File: src/rtl/fetch_unit.sv
`default_nettype none
// ============================================================================
// fetch_unit : MIPS IF stage, one outstanding imem read, one-entry output buffer
// Revision   : 1.0
// ============================================================================
module fetch_unit #(
    parameter logic [31:0] RESET_PC = 32'h0000_0000
) (
    input  logic        clk,
    input  logic        reset,
    input  logic        StallF,
    input  logic        PCSrcD,
    input  logic [31:0] PCBranchD,
    input  logic        JumpD,
    input  logic [31:0] PCJumpD,
    output logic        imem_req,
    output logic [31:0] imem_addr,
    input  logic        imem_gnt,
    input  logic        imem_rvalid,
    input  logic [31:0] imem_rdata,
    output logic [31:0] instruction,
    output logic [31:0] next_PC,
    output logic        fetch_valid
);

    typedef enum logic [1:0] {
        IDLE = 2'd0,
        WAIT = 2'd1,
        DROP = 2'd2
    } state_t;

    state_t      state;
    state_t      state_nxt;
    logic [31:0] pc_q;
    logic [31:0] addr_q;
    logic [31:0] target;
    logic        redirect;
    logic        slot_free;
    logic        accept;
    logic        buf_write;

    assign redirect  = JumpD | PCSrcD;
    assign target    = JumpD ? PCJumpD : PCBranchD;
    assign slot_free = !fetch_valid | !StallF;
    assign imem_addr = pc_q & 32'hFFFF_FFFC;
    assign accept    = imem_req & imem_gnt;

    always_comb begin
        state_nxt = state;
        imem_req  = 1'b0;
        buf_write = 1'b0;
        case (state)
            IDLE: begin
                // Reset gating keeps the request low while the async reset is held.
                imem_req = slot_free & !redirect & !reset;
                if (imem_req && imem_gnt) begin
                    state_nxt = WAIT;
                end
            end
            WAIT: begin
                if (imem_rvalid) begin
                    buf_write = !redirect;
                    state_nxt = IDLE;
                end else if (redirect) begin
                    state_nxt = DROP;
                end
            end
            DROP: begin
                if (imem_rvalid) begin
                    state_nxt = IDLE;
                end
            end
            default: state_nxt = IDLE;
        endcase
    end

    always_ff @(posedge clk or posedge reset) begin
        if (reset) begin
            state  <= IDLE;
            pc_q   <= RESET_PC;
            addr_q <= 32'd0;
        end else begin
            state <= state_nxt;
            if (redirect) begin
                pc_q <= target & 32'hFFFF_FFFC;
            end else if (accept) begin
                pc_q <= pc_q + 32'd4;
            end
            if (accept) begin
                addr_q <= imem_addr;
            end
        end
    end

    // Redirect flush beats a same-cycle response; a response beats consumption.
    always_ff @(posedge clk or posedge reset) begin
        if (reset) begin
            instruction <= 32'd0;
            next_PC     <= 32'd0;
            fetch_valid <= 1'b0;
        end else if (redirect) begin
            instruction <= 32'd0;
            next_PC     <= 32'd0;
            fetch_valid <= 1'b0;
        end else if (buf_write) begin
            instruction <= imem_rdata;
            next_PC     <= addr_q + 32'd4;
            fetch_valid <= 1'b1;
        end else if (fetch_valid && !StallF) begin
            instruction <= 32'd0;
            next_PC     <= 32'd0;
            fetch_valid <= 1'b0;
        end
    end

endmodule
`default_nettype wire

File: config.mk
export PLATFORM = sky130hd
export DESIGN_NAME = fetch_unit
export DESIGN_NICKNAME = d
export VERILOG_FILES = /design/src/rtl/fetch_unit.sv
export SDC_FILE = /design/constraint.sdc
export NUM_CORES = 1
export LEC_CHECK = 0
export ABC_AREA = 1
export CAP_MARGIN = 20
export CORE_MARGIN = 5
export CORE_UTILIZATION = 60
export DETAILED_ROUTE_END_ITERATION = 16
export DONT_BUFFER_PORTS = 1
export PLACE_DENSITY = 0.76
export SLEW_MARGIN = 20
export SYNTH_ARGS = -nofsm -noshare
export SYNTH_HDL_FRONTEND = slang
export SYNTH_SLANG_ARGS = --single-unit
File: constraint.sdc
create_clock -name clk -period 8.1 [get_ports clk]
set_clock_uncertainty 0.15 [all_clocks]
set_input_delay 2.43 -clock clk [delete_from_list [all_inputs] [get_ports clk]]
set_output_delay 2.43 -clock clk [all_outputs]
set_load 0.02 [all_outputs]
-- Word level (Yosys, flattened, before mapping)
Index checks and enable logic that the tools add are counted.
- bitwise gates (word level): 5
- add/subtract/negate cells: 2
- eq/ne operators: 5
- mux-type cells: 19
- reduce and logical (&&, ||, !) cells: 10
- operators by type and width (kind ; count):
    two-way mux 32 bit ; 8
    adder 32 x 3 -> 32 bit, second input constant ; 2
    two-way mux 2 bit ; 4
    two-way mux 1 bit ; 6
    case mux 2 bit (3 select lines) ; 1
    logical NOT 1 bit ; 4
    != test 2 bit, second input constant ; 2
    bitwise AND 1 bit ; 3
    != test 3 bit, second input constant ; 1
    AND reduction 3 bit ; 1
    nonzero test 3 bit ; 1
    equality test 2 x 1 -> 1 bit, second input constant ; 1
    equality test 2 bit, second input constant ; 1
    logical AND 1 bit ; 2
    logical NOT 2 bit ; 1
    bitwise OR 1 bit ; 2
    nonzero test 2 bit ; 1
- register bits after elaboration: 129
- input port bits: 103
- output and inout port bits: 98
- word-level logic and storage cells: 47

-- Depth between registers and ports, before layout
Gate-level depths: netlist of run 1.
- word-level depth: 8
- depth in mapped cells: 11
- depth with buffers taken out: 11

-- Least setup slack after synthesis of run 1
Ideal clock, no wire load.
- kind: input to register
- start: in reset
- end: reg pc_q[13]
- library setup time: 0.121 ns
- cell stages on the path: 6
- slack: 1.830 ns
- path buffers: 2
- arrival: 5.999 ns
- required time: 7.829 ns
- cells stage by stage: inv_1 -> nand4_4 -> buf_4 -> buf_6 -> nor3b_1 -> nor2_1
- longest elaborated chain between the ends: 5
- RTL lines (what ; line ; source):
    start, declared ; 10 ; input logic reset,
    logical NOT 1 bit (no source line) ; n/a ;
    bitwise AND 1 bit ; 55 ; imem_req = slot_free & !redirect & !reset;
    two-way mux 1 bit ; 52 ; case (state)
    bitwise AND 1 bit ; 46 ; assign accept = imem_req & imem_gnt;
    nonzero test 2 bit (no source line) ; n/a ;
    end signal, assigned ; 85 ; pc_q <= target & 32'hFFFF_FFFC;
    end signal, assigned ; 87 ; pc_q <= pc_q + 32'd4;
    end, declared ; 34 ; logic [31:0] pc_q;
No other way between the ends.
A chain may end at the register's enable or synchronous reset.

-- Worst setup path in the final report of run 1
- start: in PCSrcD
- end: out imem_req
- longest elaborated chain between the ends: 5
- RTL lines (what ; line ; source):
    start, declared ; 12 ; input logic PCSrcD,
    bitwise OR 1 bit ; 42 ; assign redirect = JumpD | PCSrcD;
    logical NOT 1 bit ; 55 ;
    bitwise AND 1 bit (2 in a row) ; 55 ;
    two-way mux 1 bit ; 52 ;
    end, declared ; 16 ; output logic imem_req,
No other way between the ends.

==> metrics.txt, run 1 <==
max cap viols=0; # rows=39; Slew Viols, Final=0; Leak Pwr=0.00355 uW; grt ovf=0; worst-margin pin slew=1.00 ns; die span in y=117 um; Hold WS=0.373 ns; WP buf/inv=0; Synth Warn #=0; final hold vios=0; ANT nets after route=0; flop-to-flop setup slack=5.04 ns; area grow syn2layout=8.79%; Sw Share=30.6%; overall power=1780 uW; initial antenna violation count=0; Setup crit end kind=output pin; core area=11300 sq um; sequential element share of the synthesized area=45.9%; count of TritonRoute iterations in the first routing pass=5; CP arrival=3.66 ns; Critical Path Slowest Stage Cell=nor2_8; Max stage delay on crit path=0.54 ns; Initial Util=60.5%; Final GP Congestion=0.902; nets@finish=1027; total clock sinks=125; later-pin clock latency in the skew report=0.43 ns; Int Pwr=1240 uW; Max Clk Rate=0.160 GHz; R2R Path Start=fetch_valid; Clock Power Share=43.2%; die area=13600 sq um; Die X-Extent=117 um; critical path fanouts, max=55; Worst R2R Path Depth=8; reg-to-reg critical path endpoint=pc_q[2]; final period utilization=77.0%; post-CTS setup buffers=0; first-pass GRT wire length=30.5 mm; largest net degree at the start of global routing=73; top cell family by delay on the critical path=simple AND/OR/NAND/NOR gates; CTS tree=yes; Cell variety after synth=35; Num CTS Buffers=17; DRC=0; hold path cells=2; Crit Path Class=primary input to output pin; post-DR vias/cell=5.71; RSZ-0062 raised after global routing=false; Synth Cell Area=6820 sq um; switching power=545 uW; Finish-stage setup viols=0; Sequential Power Share=45.1%; Core Util, Final=65.8%; Boundary Pins=201; Tot GR Track Use=28.9%; HP Class=register to register; fin crit period=6.24 ns; CP cell instances=nor2_8 -> o21ai_2 -> nor3_1; Worst setup SP type=primary input; via count=6152; clk buf depth=2; post-DR wirelength/cell=17.5 um; Mapped Avg Cell Area=7.26 sq um; Worst Hold End=addr_q[31]; status=finished clean; combinational fraction of design power=11.7%; synthesized flop and latch total=125; layout cells sized above 1=4.49%; Rel. slew slack=33.0%; Gate Count Post-Synth=939; CTS hold repair buffers=0; IO buf count=0; Pwr Density=240 nW/um^2; hold path startpoint=addr_q[31]; DR iter-0 viols=450; final WL=18.9 mm; DPL Wire Length=13.9 mm; Final TNS setup=0 ns; Critical Path RT=5.52 ns; # resized after CTS=0; peak supply drop=0.171 mV; antenna cells=0; Root Driver=clkbuf_16; htree depth=4; clk slew on worst S/H paths=0.05 ns; vias in the first global route=6156
## layout by cell type (no fill, tap or decap), types with 2 or more instances in the layout
| cell | netlist | layout |
|---|---|---|
| nand2_1 | 309 | 309 |
| dfrtp_1 | 125 | 125 |
| nor2_1 | 111 | 111 |
| inv_1 | 82 | 81 |
| nand3_1 | 68 | 68 |
| o21ai_0 | 66 | 66 |
| a21oi_1 | 49 | 49 |
| a22o_1 | 33 | 33 |
| clkbuf_16 | 0 | 17 |
| nor3_1 | 15 | 15 |
| nand4_1 | 5 | 5 |
| xor2_1 | 5 | 5 |
| inv_2 | 4 | 4 |
| conb_1 | 1 | 4 |
| clkinvlp_4 | 0 | 4 |
| nand3b_1 | 3 | 3 |
| or2_2 | 3 | 3 |
| clkbuf_1 | 13 | 3 |
| bufinv_16 | 0 | 3 |
| clkinv_4 | 0 | 3 |
| o211ai_1 | 2 | 2 |
| xnor2_1 | 2 | 2 |
| a32o_1 | 2 | 2 |
| o21ai_1 | 2 | 2 |
| ha_1 | 2 | 2 |
| inv_6 | 0 | 2 |
## per-layer routing
layer	track usage, %	wire length, um	vias up
met4	10.6	375	0
met1	37.6	8030	2856
met5	0	0	-
li1	-	-	3007
met2	47.3	9030	254
met3	7.05	1470	35
## power by group through the flow
| stage | clock network [uW] | logic (uW) | registers, uW |
|---|---|---|---|
| 3_3_place_gp | 0 | 198 | 810 |
| 5_1_grt | 806 | 243 | 816 |
| 2_1_floorplan | 0 | 173 | 775 |
| 6_report | 771 | 208 | 804 |
| 4_1_cts | 778 | 208 | 802 |
| 3_5_place_dp | 0 | 206 | 812 |
## stage by stage
step	area (sq um)	worst slack, ns	instances
after floorplan	6830	1.83	942
after global placement	6820	1.87	1046
after detailed placement	6820	1.85	1046
after CTS	7420	1.85	1078
after global routing	7420	1.73	1078
final	7420	1.86	1078
## tightest hold or removal path, cell delays in order (launching register included)
cell	delay [ns]
dfrtp_1	0.37
nand2_1	0.06
o21ai_0	0.06
## cell type report
cell class / instances / area (sq um)
fillers: 996 / 3850
multi-input cells: 690 / 3170
flip-flops and latches: 125 / 3130
well taps: 143 / 179
inverters: 87 / 329
clock inverters: 12 / 164
clock buffers: 20 / 437
repair buffers: 1 / 7.51
## flip-flops by register name, summed over array words and instances, names as in the netlist
signal,flops
pc_q,30
instruction,32
state,2
addr_q,30
next_PC,30
fetch_valid,1
## cell usage after synthesis
library cell	number	area, sq um
nand4_1	5	31.3
nand3_2	1	10.0
o21ai_0	66	330
and2_1	1	6.26
mux2i_1	1	10.0
nor2_1	111	417
buf_4	6	45.0
a32o_1	2	20.0
o22ai_1	1	6.26
ha_1	2	25.0
or2_2	3	18.8
xnor2_1	2	17.5
nand4_4	1	21.3
conb_1	1	3.75
nand2_1	309	1160
clkbuf_1	13	48.8
o211ai_1	2	15.0
buf_1	3	11.3
o21ai_2	1	8.76
o21ai_1	2	10.0
nand3_1	68	340
clkinv_1	1	3.75
inv_2	4	15.0
buf_2	17	85.1
nor3_1	15	75.1
xor2_1	5	43.8
nor2_8	1	20.0
a21oi_1	49	245
dfrtp_1	125	3130
nor3b_1	1	7.51
a22o_1	33	289
nand3b_1	3	22.5
o21bai_1	1	7.51
inv_1	82	308
buf_6	1	11.3
## worst max path at each step
stage,start,end,depth (start not counted)
after floorplan,reset,pc_q[13],6
after global placement,PCSrcD,imem_req,3
after detailed placement,PCSrcD,imem_req,3
after CTS,PCSrcD,imem_req,3
after global routing,PCSrcD,imem_req,3
final,PCSrcD,imem_req,3
## cells by family (layout without fill, tap and decap cells)
group | Yosys count | in the layout | share of synthesized area, %
xor gates and xnor gates | 7 | 7 | 0.899
DFF | 125 | 125 | 45.9
buffers and inverters | 127 | 120 | 7.74
muxes | 1 | 1 | 0.147
AOI/OAI and AO/OA | 157 | 157 | 13.7
other | 1 | 4 | 0.0550
and+or+nand+nor | 519 | 519 | 31.2
adders and majority gates | 2 | 2 | 0.367
(Power assumes the default switching activity.)
==> run 2: changes to the inputs <==
--- a/config.mk
+++ b/config.mk
@@ -8,7 +8,7 @@
 export ABC_AREA = 1
 export CAP_MARGIN = 20
 export CORE_MARGIN = 5
-export CORE_UTILIZATION = 60
+export CORE_UTILIZATION = 58
 export DETAILED_ROUTE_END_ITERATION = 16
 export DONT_BUFFER_PORTS = 1
 export PLACE_DENSITY = 0.76
==> constraint.sdc (replaced) <==
create_clock -name clk -period 5.4 [get_ports clk]
set_clock_uncertainty 0.15 [all_clocks]
set_input_delay 1.62 -clock clk [delete_from_list [all_inputs] [get_ports clk]]
set_output_delay 1.62 -clock clk [all_outputs]
set_load 0.02 [all_outputs]
==> run 2 against run 1 <==
  * Cell count up 0.28%
  * Die area up 3.2%
  * Via count down 2.0%
  * Largest cell class unchanged
  * Core utilization down 0.76 points
  * Non-clock buffer count up 3
  * Critical path type unchanged
==> metrics.txt, run 2 (synthesis results as in run 1) <==
Tot GR Track Use=25.9%; peak supply drop=0.284 mV; Num CTS Buffers=17; Root Driver=clkbuf_16; count of TritonRoute iterations in the first routing pass=5; core area=11500 sq um; htree depth=4; final period utilization=75.7%; grt ovf=0; Crit Path Class=primary input to output pin; # fillers=1013; Slew Viols, Final=0; Max Clk Rate=0.245 GHz; Int Pwr=1880 uW; switching power=804 uW; post-DR wirelength/cell=16.4 um; Rel. slew slack=32.5%; HP Class=register to register; Worst Setup SP=PCSrcD; die area=14000 sq um; dpl cells=1049; fin crit period=4.09 ns; DRC=0; Post-Layout Cell Count=1081; CTS tree=yes; Die X-Extent=118 um; number of flip-flops in the largest register=32; flop-to-flop setup slack=2.87 ns; Finish-stage setup viols=0; CTS hold repair buffers=0; worst-margin pin slew=1.01 ns; Setup crit end kind=output pin; Critical Path RT=3.63 ns; antenna cells=0; # resized after CTS=0; commonest cells after routing, fill and taps aside=309 x nand2_1, 125 x dfrtp_1, 111 x nor2_1; IO buf count=0; initial antenna violation count=0; status=finished clean; combinational fraction of design power=11.4%; clk slew on worst S/H paths=0.05 ns; Boundary Pins=201; reg-to-reg critical path endpoint=addr_q[2]; clk buf depth=2; R2R Path Start=fetch_valid; Sequential Power Share=44.8%; Initial Util=59.5%; post-DR vias/cell=5.58; layout cells sized above 1=5.01%; vias in the first global route=5760; Top reg by flops=instruction; Hold WS=0.370 ns; post-CTS setup buffers=0; crit path to=imem_req; CP arrival=2.32 ns; Worst R2R Path Depth=8; RSZ-0062 raised after global routing=false; Worst setup SP type=primary input; largest net degree at the start of global routing=67; area grow syn2layout=9.40%; final hold vios=0; first-pass GRT wire length=29.5 mm; total clock sinks=125; ANT nets after route=0; Final TNS setup=0 ns; Clock Power Share=43.8%; commonest non-fill, non-tap cell in the layout=nand2_1; DPL Wire Length=12.8 mm; Final GP Congestion=0.934; final setup margin=1.31 ns; critical path fanouts, max=3; DR iter-0 viols=405; final WL=17.7 mm; die span in y=118 um; max cap viols=0; pre-CTS WS=1.31 ns; later-pin clock latency in the skew report=0.42 ns; dpl cell area=6840 sq um; Leak Pwr=0.00357 uW; post-route cell area=7460 sq um; # rows=39; Pwr Density=360 nW/um^2; via count=6027; Sw Share=29.9%; nets@finish=1030
==> run 2: changes by cell type in the layout (fill, tap and decap cells not counted) <==
| cell | delta |
|---|---|
| inv_4 | -1 |
| buf_4 | +3 |
| clkbuf_1 | -2 |
| inv_6 | -1 |
| clkbuf_8 | +2 |
| clkinv_2 | +1 |
| clkinv_4 | +1 |
==> run 2: power groups by stage <==
stage / registers [uW] / clock network, uW / logic, uW
floorplan: 1160 / 0 / 259
global placement: 1210 / 0 / 299
detailed placement: 1210 / 0 / 305
CTS: 1200 / 1190 / 308
global route: 1220 / 1240 / 366
finish: 1200 / 1180 / 307
==> run 2: area by class of cell <==
class / count / area, sq um / share of cell area [%]
multi-input combinational: 690 / 3170 / 42.5
sequential: 125 / 3130 / 41.9
clock buffer: 20 / 457 / 6.12
inverter: 87 / 330 / 4.43
tap: 143 / 179 / 2.40
clock inverter: 12 / 161 / 2.16
timing repair buffer: 4 / 30.0 / 0.403
==> run 2: routing by layer <==
layer  share of wire (%)  track usage [%]  vias up  wire [um]
li1                    -                -     3017          -
met1                  44             35.5     2719       7710
met2                  44             39.1      256       7820
met3                 9.8             8.40       35       1740
met4                 2.3             9.07        0        404
met5                   0                0        -          0
==> run 2: through the flow <==
step / utilization (%) / power [uW]
finish: 65.0 / 2680
global route: 65.0 / 2820
CTS: 65.0 / 2700
detailed placement: 59.7 / 1520
global placement: 59.7 / 1510
floorplan: - / 1420
==> run 2: worst max-delay path: stages <==
cell	delay [ns]
nor2_8	0.11
o21ai_2	0.07
nor3_1	0.52
==> run 2: worst min-delay path by stage <==
stage                           from          to  slack [ns]  depth (start not counted)
after detailed placement  addr_q[31]  addr_q[31]        0.36                          2
after floorplan           addr_q[31]  addr_q[31]        0.32                          2
after global placement    addr_q[31]  addr_q[31]        0.36                          2
after CTS                 addr_q[31]  addr_q[31]        0.38                          2
final                     addr_q[31]  addr_q[31]        0.37                          2
after global routing       addr_q[2]  next_PC[2]        0.40                          1
